File: src/rtl/div_pkg.sv
`default_nettype none
// +--------------------------------------------------------------------------+
// | div_pkg : shared constants and state encoding for the divider scheduler  |
// | Rev 1.0                                                                  |
// +--------------------------------------------------------------------------+
package div_pkg;

    localparam int DIV_WIDTH   = 12;
    localparam int DEF_N_REQ   = 4;
    localparam int DEF_TIMEOUT = 64;

    localparam int ST_W = 2;
    typedef logic [ST_W-1:0] state_t;

    localparam state_t S_IDLE    = 2'd0;
    localparam state_t S_START   = 2'd1;
    localparam state_t S_RUN     = 2'd2;
    localparam state_t S_RELEASE = 2'd3;

endpackage
`default_nettype wire

File: src/rtl/div_scheduler_rr_arbiter.sv
`default_nettype none
// +--------------------------------------------------------------------------+
// | rr_arbiter : combinational round-robin pick starting at ptr (cyclic)     |
// | Rev 1.0                                                                  |
// +--------------------------------------------------------------------------+
module rr_arbiter #(
    parameter int N_REQ = 4,
    parameter int IDX_W = 2
) (
    input  logic [N_REQ-1:0] req,
    input  logic [IDX_W-1:0] ptr,
    input  logic             en,
    output logic [N_REQ-1:0] grant,
    output logic [IDX_W-1:0] idx,
    output logic             valid
);

    logic [IDX_W:0]   w_sum;
    logic [IDX_W-1:0] w_k;

    // Scan from farthest to nearest so the requester closest to ptr wins.
    always_comb begin
        grant = '0;
        idx   = '0;
        valid = 1'b0;
        w_sum = '0;
        w_k   = '0;
        if (en) begin
            for (int i = N_REQ - 1; i >= 0; i--) begin
                w_sum = {1'b0, ptr} + (IDX_W+1)'(i);
                if (w_sum >= (IDX_W+1)'(N_REQ)) begin
                    w_sum = w_sum - (IDX_W+1)'(N_REQ);
                end
                w_k = w_sum[IDX_W-1:0];
                if (req[w_k]) begin
                    grant      = '0;
                    grant[w_k] = 1'b1;
                    idx        = w_k;
                    valid      = 1'b1;
                end
            end
        end
    end

endmodule
`default_nettype wire

File: src/rtl/div_scheduler.sv
`default_nettype none
// +--------------------------------------------------------------------------+
// | div_scheduler : shares one divider among N_REQ requesters, round-robin.  |
// | Optional abort timer enabled by DIV_TIMEOUT_EN (adds err_timeout).       |
// | Rev 1.0                                                                  |
// +--------------------------------------------------------------------------+
module div_scheduler
    import div_pkg::*;
#(
    parameter int WIDTH   = DIV_WIDTH,
    parameter int N_REQ   = DEF_N_REQ,
    parameter int TIMEOUT = DEF_TIMEOUT
) (
    input  logic                   clk,
    input  logic                   rst,
    input  logic [N_REQ-1:0]       req,
    input  logic [N_REQ*WIDTH-1:0] dividend_i,
    input  logic [N_REQ*WIDTH-1:0] divisor_i,
    output logic [N_REQ-1:0]       ack,
    output logic [WIDTH-1:0]       res_o,
    output logic [N_REQ-1:0]       res_valid,
    output logic                   res_div0,
    output logic                   div_en,
    output logic [WIDTH-1:0]       div_dividend,
    output logic [WIDTH-1:0]       div_divisor,
    input  logic [WIDTH-1:0]       div_res,
    input  logic                   div_busy,
    input  logic                   div_ready
`ifdef DIV_TIMEOUT_EN
    ,
    output logic                   err_timeout
`endif
);

    localparam int               IDX_W    = $clog2(N_REQ);
    localparam logic [N_REQ-1:0] ONE_HOT0 = {{(N_REQ-1){1'b0}}, 1'b1};

    state_t           state_q, state_d;
    logic [IDX_W-1:0] ptr_q, ptr_d;
    logic [IDX_W-1:0] gidx_q, gidx_d;
    logic [N_REQ-1:0] ack_q, ack_d;
    logic [N_REQ-1:0] res_valid_q, res_valid_d;
    logic [WIDTH-1:0] res_q, res_d;
    logic [WIDTH-1:0] dvd_q, dvd_d;
    logic [WIDTH-1:0] dvs_q, dvs_d;
    logic             div0_q, div0_d;

    logic [N_REQ-1:0] w_grant;
    logic [IDX_W-1:0] w_idx;
    logic             w_valid;
    logic             w_active;
    logic             w_done;
    logic             w_timeout;

    rr_arbiter #(
        .N_REQ (N_REQ),
        .IDX_W (IDX_W)
    ) u_arb (
        .req   (req),
        .ptr   (ptr_q),
        .en    (state_q == S_IDLE),
        .grant (w_grant),
        .idx   (w_idx),
        .valid (w_valid)
    );

    assign w_active = (state_q == S_START) || (state_q == S_RUN);
    assign w_done   = (state_q == S_RUN) && div_ready && !div_busy;

`ifdef DIV_TIMEOUT_EN
    localparam int CNT_W = $clog2(TIMEOUT + 1);

    logic [CNT_W-1:0] cnt_q, cnt_d;
    logic             err_q, err_d;

    assign w_timeout = w_active && (cnt_q == CNT_W'(TIMEOUT - 1));

    always_comb begin
        cnt_d = cnt_q;
        if (state_q == S_IDLE) begin
            cnt_d = '0;
        end else if (w_active) begin
            cnt_d = cnt_q + 1'b1;
        end
        err_d = w_timeout && !w_done;
    end

    always_ff @(posedge clk or posedge rst) begin
        if (rst) begin
            cnt_q <= '0;
            err_q <= 1'b0;
        end else begin
            cnt_q <= cnt_d;
            err_q <= err_d;
        end
    end

    assign err_timeout = err_q;
`else
    assign w_timeout = 1'b0;
`endif

    always_ff @(posedge clk or posedge rst) begin
        if (rst) begin
            state_q     <= S_IDLE;
            ptr_q       <= '0;
            gidx_q      <= '0;
            ack_q       <= '0;
            res_valid_q <= '0;
            res_q       <= '0;
            dvd_q       <= '0;
            dvs_q       <= '0;
            div0_q      <= 1'b0;
        end else begin
            state_q     <= state_d;
            ptr_q       <= ptr_d;
            gidx_q      <= gidx_d;
            ack_q       <= ack_d;
            res_valid_q <= res_valid_d;
            res_q       <= res_d;
            dvd_q       <= dvd_d;
            dvs_q       <= dvs_d;
            div0_q      <= div0_d;
        end
    end

    // START only watches Busy so a sticky Ready from the last op is never taken as done.
    always_comb begin
        state_d = state_q;
        case (state_q)
            S_IDLE: begin
                if (w_valid) state_d = S_START;
            end
            S_START: begin
                if (w_timeout)     state_d = S_RELEASE;
                else if (div_busy) state_d = S_RUN;
            end
            S_RUN: begin
                if (w_done || w_timeout) state_d = S_RELEASE;
            end
            default: state_d = S_IDLE;
        endcase
    end

    always_comb begin
        ptr_d       = ptr_q;
        gidx_d      = gidx_q;
        dvd_d       = dvd_q;
        dvs_d       = dvs_q;
        res_d       = res_q;
        div0_d      = div0_q;
        ack_d       = '0;
        res_valid_d = '0;
        div_en      = w_active;

        if ((state_q == S_IDLE) && w_valid) begin
            ack_d  = w_grant;
            gidx_d = w_idx;
            ptr_d  = (w_idx == IDX_W'(N_REQ - 1)) ? '0 : w_idx + 1'b1;
            for (int k = 0; k < N_REQ; k++) begin
                if (w_idx == IDX_W'(k)) begin
                    dvd_d = dividend_i[k*WIDTH +: WIDTH];
                    dvs_d = divisor_i[k*WIDTH +: WIDTH];
                end
            end
        end

        if (w_done) begin
            res_d       = (dvs_q == '0) ? '0 : div_res;
            div0_d      = (dvs_q == '0);
            res_valid_d = ONE_HOT0 << gidx_q;
        end else if (w_timeout) begin
            res_d       = '0;
            div0_d      = 1'b0;
            res_valid_d = ONE_HOT0 << gidx_q;
        end
    end

    assign ack          = ack_q;
    assign res_valid    = res_valid_q;
    assign res_o        = res_q;
    assign res_div0     = div0_q;
    assign div_dividend = dvd_q;
    assign div_divisor  = dvs_q;

endmodule
`default_nettype wire

File: config.mk
export PLATFORM = sky130hd
export DESIGN_NAME = div_scheduler
export DESIGN_NICKNAME = d
export VERILOG_FILES = /design/src/rtl/div_pkg.sv /design/src/rtl/div_scheduler_rr_arbiter.sv /design/src/rtl/div_scheduler.sv
export SDC_FILE = /design/constraint.sdc
export NUM_CORES = 1
export LEC_CHECK = 0
export ABC_AREA = 1
export ABC_CLOCK_PERIOD_IN_PS = 3000
export CORE_MARGIN = 8
export CORE_UTILIZATION = 37
export CTS_BUF_LIST = sky130_fd_sc_hd__clkbuf_16
export CTS_CLUSTER_DIAMETER = 80
export CTS_CLUSTER_SIZE = 40
export DETAILED_ROUTE_END_ITERATION = 8
export GPL_ROUTABILITY_DRIVEN = 0
export PLACE_DENSITY = 0.77
export SLEW_MARGIN = 20
export SYNTH_ARGS = -nofsm -noshare
export SYNTH_HDL_FRONTEND = slang
export SYNTH_HIERARCHICAL = 1
export SYNTH_SLANG_ARGS = --single-unit
export TNS_END_PERCENT = 30
File: constraint.sdc
create_clock -name clk -period 3 [get_ports clk]
set_clock_uncertainty 0.2 [all_clocks]
set_input_delay 0.6 -clock clk [delete_from_list [all_inputs] [get_ports clk]]
set_output_delay 0.6 -clock clk [all_outputs]
set_load 0.01 [all_outputs]
==> Implementation_results.wiki, run 1 <==
{| class="wikitable"
! Metric !! Value
|-
| Fill cell instance count of the final layout || between 800 and 900
|-
| Die extent in y || between 100 and 150 µm
|-
| Area of the mapped netlist || roughly 3700 µm²
|-
| Worst EP required || 2980 ps
|-
| Mean cell area of the mapped netlist || between 6 and 7 µm²
|-
| Most frequent standard cell in the layout excluding fill and tap cells || sky130_fd_sc_hd__nand2_1
|-
| Max Fanout on Critical Path || 14
|-
| Post-cts resize count || 0
|-
| Clock tree from TritonCTS || built
|-
| Sequential fraction of the synthesis area || 0.343
|-
| Number of DRC markers in iteration 0 || about 210
|-
| Via count of the first global-routing pass || around 4.2k
|-
| Layout-stage area growth over the synthesis result || 55.1%
|-
| Critical Path, Cell by Cell || clkdlybuf4s50_1 > inv_1 > nand2_1 > nand3_1 > nand2_2 > nand2_2 > nand3_1 > nand2_1 > a21oi_2 > inv_1 > ha_1 > buf_4 > a21oi_1 > nand2_1 > nand2_1 > nand2_1
|-
| Number of cells in the finished layout apart from fillers || 901
|-
| Count of endpoints failing setup in the final report || 0
|-
| Maximum clock path buffer count || 2
|-
| Crit. End Element || register
|-
| Worst slew slack as a fraction of its limit || 0.670
|-
| Type of the worst min-delay path || reg -> reg
|-
| Final Critical Period || 2770 ps
|-
| Run status || finished, final reports clean
|-
| GRT Residual Overflow || 0
|-
| Setup repair after global routing missed its margin || false
|-
| Worst hold slack || between 200 and 300 ps
|-
| IR drop worst, VDD || 0.396 mV
|-
| Area enclosed by the die boundary || 13500 µm²
|-
| Post-CTS clock slew at the launch and capture registers of the worst setup and hold paths || 70 ps
|-
| Relative contribution of the clock network to total power || 0.101
|-
| Count of boundary I/O pins || roughly 160
|-
| Floorplan row count || 36
|-
| Largest net degree at the start of global routing || 30
|-
| Number of vias per cell || roughly 4.6
|-
| Startpoint Class || input port
|-
| Switching pwr || 2440 µW
|-
| Library cell used as clock root buffer || sky130_fd_sc_hd__clkbuf_16
|-
| Worst Tran Pin Value || between 400 and 500 ps
|-
| Area of placed instances || around 5600 µm²
|-
| Setup Fix Bufs, Post-CTS || 0
|-
| Total of buffers placed on input and output ports || around 160
|-
| Most frequent cells in the layout || sky130_fd_sc_hd__nand2_1 (227), sky130_fd_sc_hd__clkdlybuf4s50_1 (161), sky130_fd_sc_hd__inv_1 (116), sky130_fd_sc_hd__dfrtp_1 (51), sky130_fd_sc_hd__a21oi_1 (50)
|-
| Final hold viol count || 0
|-
| Share of cells above drive strength 1 || 0.0742
|-
| Cell count after synthesis || 600
|-
| Clock latency on the worst-skew pair || between 200 and 300 ps
|-
| Category of the most critical setup path || in -> reg
|-
| Power per unit of standard cell area || between 900 and 1000 nW/µm²
|-
| Pre-CTS worst setup slack || -135 ps
|-
| Number of synthesized register bits || roughly 50
|-
| Count of placed standard cells including taps || about 890
|-
| Register cell area after layout || around 1300 µm²
|-
| Leak || about 0.0032 µW
|-
| Pins over their slew limit || 0
|-
| Switching share of power || 0.447
|-
| HPWL reported at the end of detailed placement || slightly below 10000 µm
|-
| First-pass GRT wire length || approximately 19000 µm
|-
| Total power consumption of the routed design || ~5500 µW
|-
| Inserted Diodes || 0
|-
| Die Wd || approximately 120 µm
|-
| FMAX || 361 MHz
|-
| Initial standard-cell utilization of the core || 0.381
|-
| Antenna-violating nets left || 0
|-
| Max cap viols || 0
|-
| Library cells used by synthesis || 23
|-
| Fraction of post-synthesis cell area in the top cell type by area || 0.343
|-
| Most Frequent Cell on Critical Path || sky130_fd_sc_hd__nand2_1
|-
| DRC violation count after routing || 0
|-
| Placeable core region || 9770 µm²
|-
| Post-route cell area || a little under 6000 µm²
|-
| Total routing usage reported by global routing || 0.177
|-
| Arrival time of data at the critical path endpoint || around 2800 ps
|-
| Crit-path slowest cell || sky130_fd_sc_hd__clkdlybuf4s50_1
|-
| Sequential share of power || 0.218
|-
| Sink count of the clock tree || between 50 and 60
|-
| Number of nets in the finished design || between 800 and 900
|-
| Cell taking the most area after synthesis || sky130_fd_sc_hd__dfrtp_1
|-
| Crit-path max cell delay || 500 ps
|-
| Total number of vias || roughly 4.1k
|-
| Initial antenna violation count || 1
|-
| Routed length per instance || roughly 13 µm
|-
| Final critical-path share of the clock period || 0.924
|-
| Hold-fix buffers, CTS || 0
|-
| Cell internal pwr || 3020 µW
|-
| Portion of total power attributed to combinational logic || 0.681
|-
| Total CTS buffers || 5
|-
| Overall routed net length || between 10000 and 15000 µm
|-
| Count of yosys warnings during synthesis || 6
|-
| Cell types occupying the most area after synthesis || sky130_fd_sc_hd__dfrtp_1 (34%), sky130_fd_sc_hd__nand2_1 (23%), sky130_fd_sc_hd__inv_1 (12%)
|-
| Detailed-router iteration count before antenna repair || 4
|-
| Post-route setup slack || around 230 ps
|-
| Total number of H-tree levels || 2
|-
| Area of combinational cells with multiple inputs || around 1800 µm²
|-
| Post-Synthesis Net Count || between 700 and 800
|}
==> logic make-up (layout without fill, tap and decap cells) <==
| logic type | Yosys count | count (layout) | share of synthesized area |
|---|---|---|---|
| fa+ha+maj | 15 | 15 | 0.0504 |
| flops | 51 | 51 | 0.343 |
| simple gates | 326 | 326 | 0.358 |
| compound gates | 57 | 57 | 0.0773 |
| buf+inv | 151 | 319 | 0.171 |
==> routing by layer <==
metal  up-vias  wire, µm  global-route usage
li1       2108         -                   -
met1      1845      5110               0.206
met2       173      5680               0.308
met3         6      1160              0.0605
met4         2        51              0.0363
met5         -        13                   0
==> stage by stage <==
| stage | TNS [ps] | util |
|---|---|---|
| 6_report | 0 | 0.591 |
| 5_1_grt | 0 | 0.591 |
| 4_1_cts | 0 | 0.590 |
| 3_5_place_dp | -1760 | 0.575 |
| 3_3_place_gp | -28.8 | 0.575 |
| 2_1_floorplan | 0 | - |
==> synthesized netlist by cell type <==
master and n:
sky130_fd_sc_hd__nand2_1 228, sky130_fd_sc_hd__inv_1 118, sky130_fd_sc_hd__a21oi_1 51, sky130_fd_sc_hd__dfrtp_1 51, sky130_fd_sc_hd__nand3_1 43, sky130_fd_sc_hd__nor2_1 34, sky130_fd_sc_hd__ha_1 15, sky130_fd_sc_hd__buf_2 11
sky130_fd_sc_hd__nand2_2 8, sky130_fd_sc_hd__inv_2 7, sky130_fd_sc_hd__clkbuf_1 5, sky130_fd_sc_hd__nor3_1 5, sky130_fd_sc_hd__buf_4 4, sky130_fd_sc_hd__o21ai_0 4, sky130_fd_sc_hd__buf_6 3, sky130_fd_sc_hd__nor2_2 3
sky130_fd_sc_hd__clkbuf_8 2, sky130_fd_sc_hd__nand3_2 2, sky130_fd_sc_hd__or2_1 2, sky130_fd_sc_hd__buf_1 1, sky130_fd_sc_hd__nand3b_1 1, sky130_fd_sc_hd__o21a_1 1, sky130_fd_sc_hd__o21ai_1 1
==> layout make-up <==
type,instances,share of cell area
repair buffers,186,0.329
multi-input cells,398,0.315
clock inverters,3,0.00347
inverters,125,0.0813
flip-flops and latches,51,0.221
well taps,133,0.0288
clock buffers,5,0.0217
==> critical path, delay by kind of cell <==
family / cells / cell delay, ps
buffers and inverters: 4 / 840
adders and majority gates: 1 / 250
AOI/OAI and AO/OA: 2 / 330
and+or+nand+nor: 9 / 720
==> final timing paths <==
kind | start | endpoint | slack (ps) | cells after the start
max | req[3] | div_divisor[11]$_DFFE_PP0P_ | 230 | 16
min | div_dividend[9]$_DFFE_PP0P_ | div_dividend[9]$_DFFE_PP0P_ | 280 | 2
max reg2reg | ptr_q[1]$_DFFE_PP0P_ | div_divisor[11]$_DFFE_PP0P_ | 240 | 16
min reg2reg | div_dividend[9]$_DFFE_PP0P_ | div_dividend[9]$_DFFE_PP0P_ | 280 | 2
max in group asynchronous | rst | div_dividend[6]$_DFFE_PP0P_ | 1540 | 3
min in group asynchronous | rst | res_o[2]$_DFFE_PP0P_ | 460 | 2
==> power groups by stage <==
stage	clock network [µW]	logic, µW	registers (µW)
4_1_cts	570	3730	1190
5_1_grt	594	4180	1230
6_report	553	3710	1190
3_3_place_gp	0	3620	1190
3_5_place_dp	0	3710	1200
2_1_floorplan	0	2050	1310
==> sequential cells by signal, indices dropped and copies added (netlist names) <==
signal and flops:
ack 4, div_divisor 12, div_dividend 12, ptr_q 2
res_valid 4, res_o 12, res_div0 1, state_q 2
gidx_q 2
Power figures use the tool's default switching activity.
==> run 2: changes to the inputs <==
- GPL_TIMING_DRIVEN: not set -> 0
==> Implementation_results.wiki, run 2 (same netlist as run 1, synthesis figures left out) <==
{| class="wikitable"
! Metric !! Value
|-
| Detailed-router iteration count before antenna repair || 5 (+1)
|-
| Routed length per instance || 14.3 µm (+7.4%)
|-
| Sequential share of power || 0.225 (+0.007)
|-
| Total number of H-tree levels || 2 (unchanged)
|-
| Sink count of the clock tree || 51 (unchanged)
|-
| Library cell used as clock root buffer || sky130_fd_sc_hd__clkbuf_16
|-
| Arrival time of data at the critical path endpoint || 2850 ps (+100 ps)
|-
| Final critical-path share of the clock period || 0.958 (+0.0340)
|-
| Overall routed net length || 13000 µm (+7.9%)
|-
| Placeable core region || 9770 µm² (unchanged)
|-
| Final Critical Period || 2870 ps (+102 ps)
|-
| Post-CTS clock slew at the launch and capture registers of the worst setup and hold paths || 60 ps (about the same)
|-
| First-pass GRT wire length || 20000 µm (+3.3%)
|-
| Largest net degree at the start of global routing || 28 (-6.7%)
|-
| DRC violation count after routing || 0 (unchanged)
|-
| Number of vias per cell || 4.71 (+2.7%)
|-
| Type of the worst min-delay path || reg -> reg
|-
| Layout-stage area growth over the synthesis result || 55.1% (about the same)
|-
| Switching pwr || 2520 µW (+3.4%)
|-
| FMAX || 348 MHz (-3.5%)
|-
| Initial standard-cell utilization of the core || 0.381 (unchanged)
|-
| Crit. End Element || register
|-
| Clock tree from TritonCTS || built
|-
| Leak || 0.00316 µW (-0.21%)
|-
| Fill cell instance count of the final layout || 929 (+4.4%)
|-
| Worst path buffer plus inverter count || 7 (+3)
|-
| Crit-path slowest cell || sky130_fd_sc_hd__clkdlybuf4s50_1
|-
| Number of nets in the finished design || 903 (+0.56%)
|-
| Switching share of power || 0.466 (+0.0191)
|-
| IR drop worst, VDD || 0.434 mV (+9.7%)
|-
| Number of cells traversed by the worst register-to-register path || 17 (+1)
|-
| Die Wd || 116 µm (unchanged)
|-
| Startpoint Class || input port
|-
| GRT Residual Overflow || 0 (unchanged)
|-
| Category of the most critical setup path || in -> reg
|-
| Run status || finished, final reports clean
|-
| Startpoint of the worst-slack reg-to-reg timing path || ptr_q[1]$_DFFE_PP0P_
|-
| Inserted Diodes || 0 (unchanged)
|-
| Total of buffers placed on input and output ports || 161 (unchanged)
|-
| Internal reg-to-reg setup slack || 170 ps (-70 ps)
|-
| Sink of the worst hold path || res_o[0]$_DFFE_PP0P_
|-
| Most frequent standard cell in the layout excluding fill and tap cells || sky130_fd_sc_hd__nand2_1
|-
| Share of cells above drive strength 1 || 0.0855 (+0.0113)
|-
| End of the worst register-to-register path || div_dividend[5]$_DFFE_PP0P_
|-
| Source of the worst hold timing path || res_o[0]$_DFFE_PP0P_
|-
| Total number of vias || 4263 (+3.1%)
|-
| Most Frequent Cell on Critical Path || sky130_fd_sc_hd__nand2_1
|-
| Initial antenna violation count || 0 (-1)
|-
| Area enclosed by the die boundary || 13500 µm² (unchanged)
|-
| Count of endpoints failing setup in the final report || 0 (unchanged)
|-
| Pins over their slew limit || 0 (unchanged)
|-
| Setup TNS Final || 0 ps (unchanged)
|-
| Max Fanout on Critical Path || 10 (-4)
|-
| Die extent in y || 116 µm (unchanged)
|-
| Crit path max-delay family || buffers and inverters
|-
| Number of DRC markers in iteration 0 || 305 (+44%)
|-
| Worst Tran Pin Value || 575 ps (+80.6 ps)
|-
| Floorplan row count || 36 (unchanged)
|-
| Clock latency on the worst-skew pair || 280 ps (about the same)
|-
| Total power consumption of the routed design || 5410 µW (-0.83%)
|-
| Portion of total power attributed to combinational logic || 0.678 (-0.003)
|-
| Worst slew slack as a fraction of its limit || 0.616 (-0.0538)
|-
| Antenna-violating nets left || 0 (unchanged)
|-
| Critical Path, Cell by Cell || clkdlybuf4s50_1 > inv_1 > nand2_1 > nand3_1 > nand2_1 > inv_2 > buf_6 > nand3_1 > nand2_1 > a21oi_2 > inv_1 > ha_1 > buf_6 > buf_6 > a21oi_2 > nand2_1 > nand2_1 > nand2_1
|-
| Total CTS buffers || 5 (unchanged)
|-
| Maximum clock path buffer count || 2 (unchanged)
|-
| Crit-path max cell delay || 470 ps (-30 ps)
|-
| Most frequent cells in the layout || sky130_fd_sc_hd__nand2_1 (228), sky130_fd_sc_hd__clkdlybuf4s50_1 (161), sky130_fd_sc_hd__inv_1 (115), sky130_fd_sc_hd__dfrtp_1 (49), sky130_fd_sc_hd__a21oi_1 (46)
|-
| Cell internal pwr || 2890 µW (-4.2%)
|-
| Count of boundary I/O pins || 162 (unchanged)
|-
| Via count of the first global-routing pass || 4260 (+0.88%)
|-
| Number of cells on the worst hold path || 2 (unchanged)
|-
| Hold-fix buffers, CTS || 0 (unchanged)
|-
| Worst EP required || 2980 ps (about the same)
|-
| Total routing usage reported by global routing || 0.185 (+0.00820)
|-
| Worst hold slack || 277 ps (-0.299 ps)
|-
| Power per unit of standard cell area || 937 nW/µm² (-0.85%)
|-
| Relative contribution of the clock network to total power || 0.097 (-0.004)
|-
| Final hold viol count || 0 (unchanged)
|-
| Max cap viols || 0 (unchanged)
|-
| HPWL reported at the end of detailed placement || 10400 µm (+5.8%)
|}
==> run 2: through the flow <==
step | util | area (µm²) | setup slack, ps | std cells
final | 0.591 | 5770 | 125 | 905
after floorplan | - | 3720 | 154 | 600
after global placement | 0.563 | 5500 | -321 | 894
after detailed placement | 0.565 | 5520 | -397 | 895
after global routing | 0.591 | 5770 | -16.1 | 905
after CTS | 0.581 | 5680 | 4.54 | 903
==> run 2: cell type report <==
class	instances	area, µm²	share of cell area
Multi-Input combinational cell	398	1850	0.321
Tap cell	133	166	0.0288
Timing Repair Buffer	165	1650	0.286
Sequential cell	51	1280	0.221
Inverter	125	477	0.0826
Clock inverter	2	8.76	0.00152
Buffer	26	213	0.0368
Clock buffer	5	125	0.0217
==> run 2: worst min-delay path: stages (launching register included) <==
cell	delay (ps)
sky130_fd_sc_hd__dfrtp_1	340
sky130_fd_sc_hd__nand2_1	50
sky130_fd_sc_hd__nand2_1	50
==> run 2: timing repair <==
action | CTS | global route
gates cloned | 0 | 0
buffers inserted | 1 | 2
pin swaps | 0 | 0
setup endpoints to repair | 25 | 21
gates resized for setup | 8 | 30
==> run 2: worst max path at each step <==
stage	depth (start not counted)	end	slack [ps]	start
after floorplan	17	div_dividend[11]$_DFFE_PP0P_	150	ptr_q[0]$_DFFE_PP0P_
after global placement	18	div_divisor[5]$_DFFE_PP0P_	-320	ptr_q[0]$_DFFE_PP0P_
after detailed placement	18	div_divisor[8]$_DFFE_PP0P_	-400	ptr_q[0]$_DFFE_PP0P_
after CTS	17	div_dividend[5]$_DFFE_PP0P_	5	ptr_q[1]$_DFFE_PP0P_
after global routing	18	div_dividend[0]$_DFFE_PP0P_	-20	req[3]
final	18	div_dividend[5]$_DFFE_PP0P_	130	req[1]
==> run 2: layer usage <==
metal	track usage	vias to the layer above	share of wire
met4	0.0398	0	0.011
li1	-	2114	-
met5	0	-	0
met1	0.213	1929	0.42
met3	0.0584	14	0.10
met2	0.328	206	0.47
==> run 2: power by group through the flow <==
stage               logic, µW  registers [µW]  clock network [µW]
global route             4090            1250                 573
detailed placement       3440            1240                   0
global placement         3340            1220                   0
floorplan                2050            1310                   0
CTS                      3520            1220                 544
finish                   3670            1220                 526
==> run 3: changes to the inputs <==
- CORE_UTILIZATION: 37 -> 39
- PLACE_DENSITY: 0.77 -> 0.8
==> Implementation_results.wiki, run 3 (same netlist as run 1, synthesis figures left out) <==
{| class="wikitable"
! Metric !! Value
|-
| Run status || finished, final reports clean
|-
| Hold-fix buffers, CTS || 0 (unchanged)
|-
| Switching share of power || 0.468 (+0.00246)
|-
| Category of the most critical setup path || in -> reg
|-
| Detailed-router iteration count before antenna repair || 5 (unchanged)
|-
| Most Frequent Cell on Critical Path || sky130_fd_sc_hd__nand2_1
|-
| Power per unit of standard cell area || 945 nW/µm² (+0.87%)
|-
| Fill cell instance count of the final layout || 856 (-7.9%)
|-
| Final Core Density || 0.624 (+0.0336)
|-
| Floorplan row count || 35 (-2.8%)
|-
| Final Critical Period || 2840 ps (-30.5 ps)
|-
| Antenna-violating nets left || 0 (unchanged)
|-
| Clock tree from TritonCTS || built
|-
| Routed length per instance || 14.2 µm (-0.86%)
|-
| Total number of H-tree levels || 2 (unchanged)
|-
| Sequential share of power || 0.223 (-0.002)
|-
| Post-CTS clock slew at the launch and capture registers of the worst setup and hold paths || 70 ps (about the same)
|-
| Maximum clock path buffer count || 2 (unchanged)
|-
| Area enclosed by the die boundary || 12900 µm² (-4.4%)
|-
| Leak || 0.00317 µW (+0.22%)
|-
| Setup repair after global routing missed its margin || true
|-
| Type of the worst min-delay path || reg -> reg
|-
| Placeable core region || 9240 µm² (-5.5%)
|-
| Pins over their slew limit || 0 (unchanged)
|-
| Largest net degree at the start of global routing || 33 (+18%)
|-
| Crit-path max cell delay || 490 ps (+20 ps)
|-
| Clock latency on the worst-skew pair || 290 ps (about the same)
|-
| Worst Tran Pin Value || 542 ps (-33.4 ps)
|-
| Total CTS buffers || 5 (unchanged)
|-
| Most frequent cells in the layout || sky130_fd_sc_hd__nand2_1 (227), sky130_fd_sc_hd__clkdlybuf4s50_1 (160), sky130_fd_sc_hd__inv_1 (115), sky130_fd_sc_hd__dfrtp_1 (49), sky130_fd_sc_hd__a21oi_1 (48)
|-
| Relative contribution of the clock network to total power || 0.104 (+0.007)
|-
| Crit. End Element || register
|-
| Post-route cell area || 5770 µm² (about the same)
|-
| Number of vias per cell || 4.68 (-0.71%)
|-
| Initial antenna violation count || 0 (unchanged)
|-
| Number of DRC markers in iteration 0 || 217 (-29%)
|-
| Die Wd || 114 µm (-2.2%)
|-
| First-pass GRT wire length || 20500 µm (+2.5%)
|-
| Total of buffers placed on input and output ports || 161 (unchanged)
|-
| Area of placed instances || 5520 µm² (about the same)
|-
| Cell internal pwr || 2900 µW (+0.32%)
|-
| Switching pwr || 2550 µW (+1.3%)
|-
| IR drop worst, VDD || 0.631 mV (+45%)
|-
| Inserted Diodes || 0 (unchanged)
|-
| Share of cells above drive strength 1 || 0.0868 (+0.00130)
|-
| Max cap viols || 0 (unchanged)
|-
| Final critical-path share of the clock period || 0.948 (-0.0102)
|-
| Count of endpoints failing setup in the final report || 0 (unchanged)
|-
| Arrival time of data at the critical path endpoint || 2830 ps (-20 ps)
|-
| Worst EP required || 2980 ps (about the same)
|-
| Total power consumption of the routed design || 5450 µW (+0.78%)
|-
| Worst slew slack as a fraction of its limit || 0.639 (+0.0228)
|-
| Portion of total power attributed to combinational logic || 0.672 (-0.006)
|-
| Max Fanout on Critical Path || 10 (unchanged)
|-
| Via count of the first global-routing pass || 4362 (+2.4%)
|-
| Crit-path slowest cell || sky130_fd_sc_hd__clkdlybuf4s50_1
|-
| GRT Residual Overflow || 0 (unchanged)
|-
| FMAX || 352 MHz (+1.1%)
|-
| Count of boundary I/O pins || 162 (unchanged)
|-
| HPWL reported at the end of detailed placement || 10300 µm (-0.32%)
|-
| Startpoint Class || input port
|-
| Total number of vias || 4214 (-1.1%)
|-
| Die extent in y || 114 µm (-2.2%)
|-
| Layout-stage area growth over the synthesis result || 55.0% (about the same)
|-
| Number of nets in the finished design || 902 (-0.11%)
|-
| Overall routed net length || 12800 µm (-1.3%)
|-
| Total routing usage reported by global routing || 0.196 (+0.0104)
|-
| Final hold viol count || 0 (unchanged)
|-
| Critical Path, Cell by Cell || clkdlybuf4s50_1 > inv_1 > nand2_1 > nand3_2 > nand2_1 > inv_2 > buf_6 > nand3_1 > nand2_1 > a21oi_2 > ha_2 > buf_4 > buf_4 > nand2_1 > nand3_1 > nand2_1 > nand2_1 > nand2_1
|-
| DRC violation count after routing || 0 (unchanged)
|-
| Sink count of the clock tree || 51 (unchanged)
|-
| Initial standard-cell utilization of the core || 0.403 (+0.0220)
|-
| Most frequent standard cell in the layout excluding fill and tap cells || sky130_fd_sc_hd__nand2_1
|-
| Library cell used as clock root buffer || sky130_fd_sc_hd__clkbuf_16
|}
==> run 3: cell types whose count changed in the layout (fill, tap and decap cells not counted), moves of 2 or more <==
cell,change
sky130_fd_sc_hd__clkbuf_4,-3
sky130_fd_sc_hd__a21oi_1,+2
sky130_fd_sc_hd__a21oi_2,-2
sky130_fd_sc_hd__buf_4,+2
sky130_fd_sc_hd__clkbuf_2,+2
sky130_fd_sc_hd__ha_1,-2
sky130_fd_sc_hd__inv_4,+2
sky130_fd_sc_hd__nand3_1,+2
sky130_fd_sc_hd__nand3_2,-2
==> run 3: power by group through the flow <==
stage	Clock [µW]	Sequential (µW)	Combinational, µW
after floorplan	0	1310	2050
after global placement	0	1220	3340
after detailed placement	0	1240	3450
after CTS	580	1220	3520
after global routing	606	1260	4110
final	569	1220	3670
==> run 3: area by class of cell <==
class                      instances  area (µm²)  share of cell area
sequential                        51        1280               0.222
buffer                            25         200              0.0347
clock buffer                       5         125              0.0217
tap                              129         161              0.0280
timing repair buffer             165        1660               0.287
clock inverter                     3        18.8             0.00325
multi-input combinational        398        1850               0.321
inverter                         125         477              0.0826
==> run 3: stage by stage <==
stage,hold slack (ps),TNS [ps],worst slack (ps),instances
floorplan,251,0,154,600
global placement,263,-6240,-354,890
detailed placement,265,-8800,-457,891
CTS,285,0,2.53,900
global route,293,-84.9,-36.7,901
finish,279,0,156,901
==> run 3: worst paths after layout <==
path                                            from  depth (start not counted)  slack, ps                          to
min in group asynchronous                        rst                          2        440        res_o[0]$_DFFE_PP0P_
worst max-delay path                          req[3]                         18        160  div_divisor[0]$_DFFE_PP0P_
max in group asynchronous                        rst                          3       1630        ptr_q[0]$_DFFE_PP0P_
worst max register to register  ptr_q[0]$_DFFE_PP0P_                         17        210  div_divisor[0]$_DFFE_PP0P_
worst min register to register  res_div0$_DFFE_PP0P_                          2        280        res_div0$_DFFE_PP0P_
worst min-delay path            res_div0$_DFFE_PP0P_                          2        280        res_div0$_DFFE_PP0P_
==> run 3: metal layers <==
layer	global-route usage	routed length, µm	part of all wire
met3	0.0755	1270	0.099
met4	0.0657	260	0.020
met5	0	0	0
met1	0.216	5160	0.40
met2	0.336	6110	0.48
==> run 3: timing repair <==
| action | in CTS | in global routing |
|---|---|---|
| pin swaps | 0 | 1 |
| buffers inserted | 1 | 2 |
| gates resized for setup | 6 | 34 |
| setup endpoints to repair | 25 | 25 |
==> run 3: worst max-delay path, delay by kind of cell <==
kind	cells	cell delay, ps
adders and majority gates	1	200
and+or+nand+nor	10	800
buffers and inverters	6	1040
AOI/OAI and AO/OA	1	180
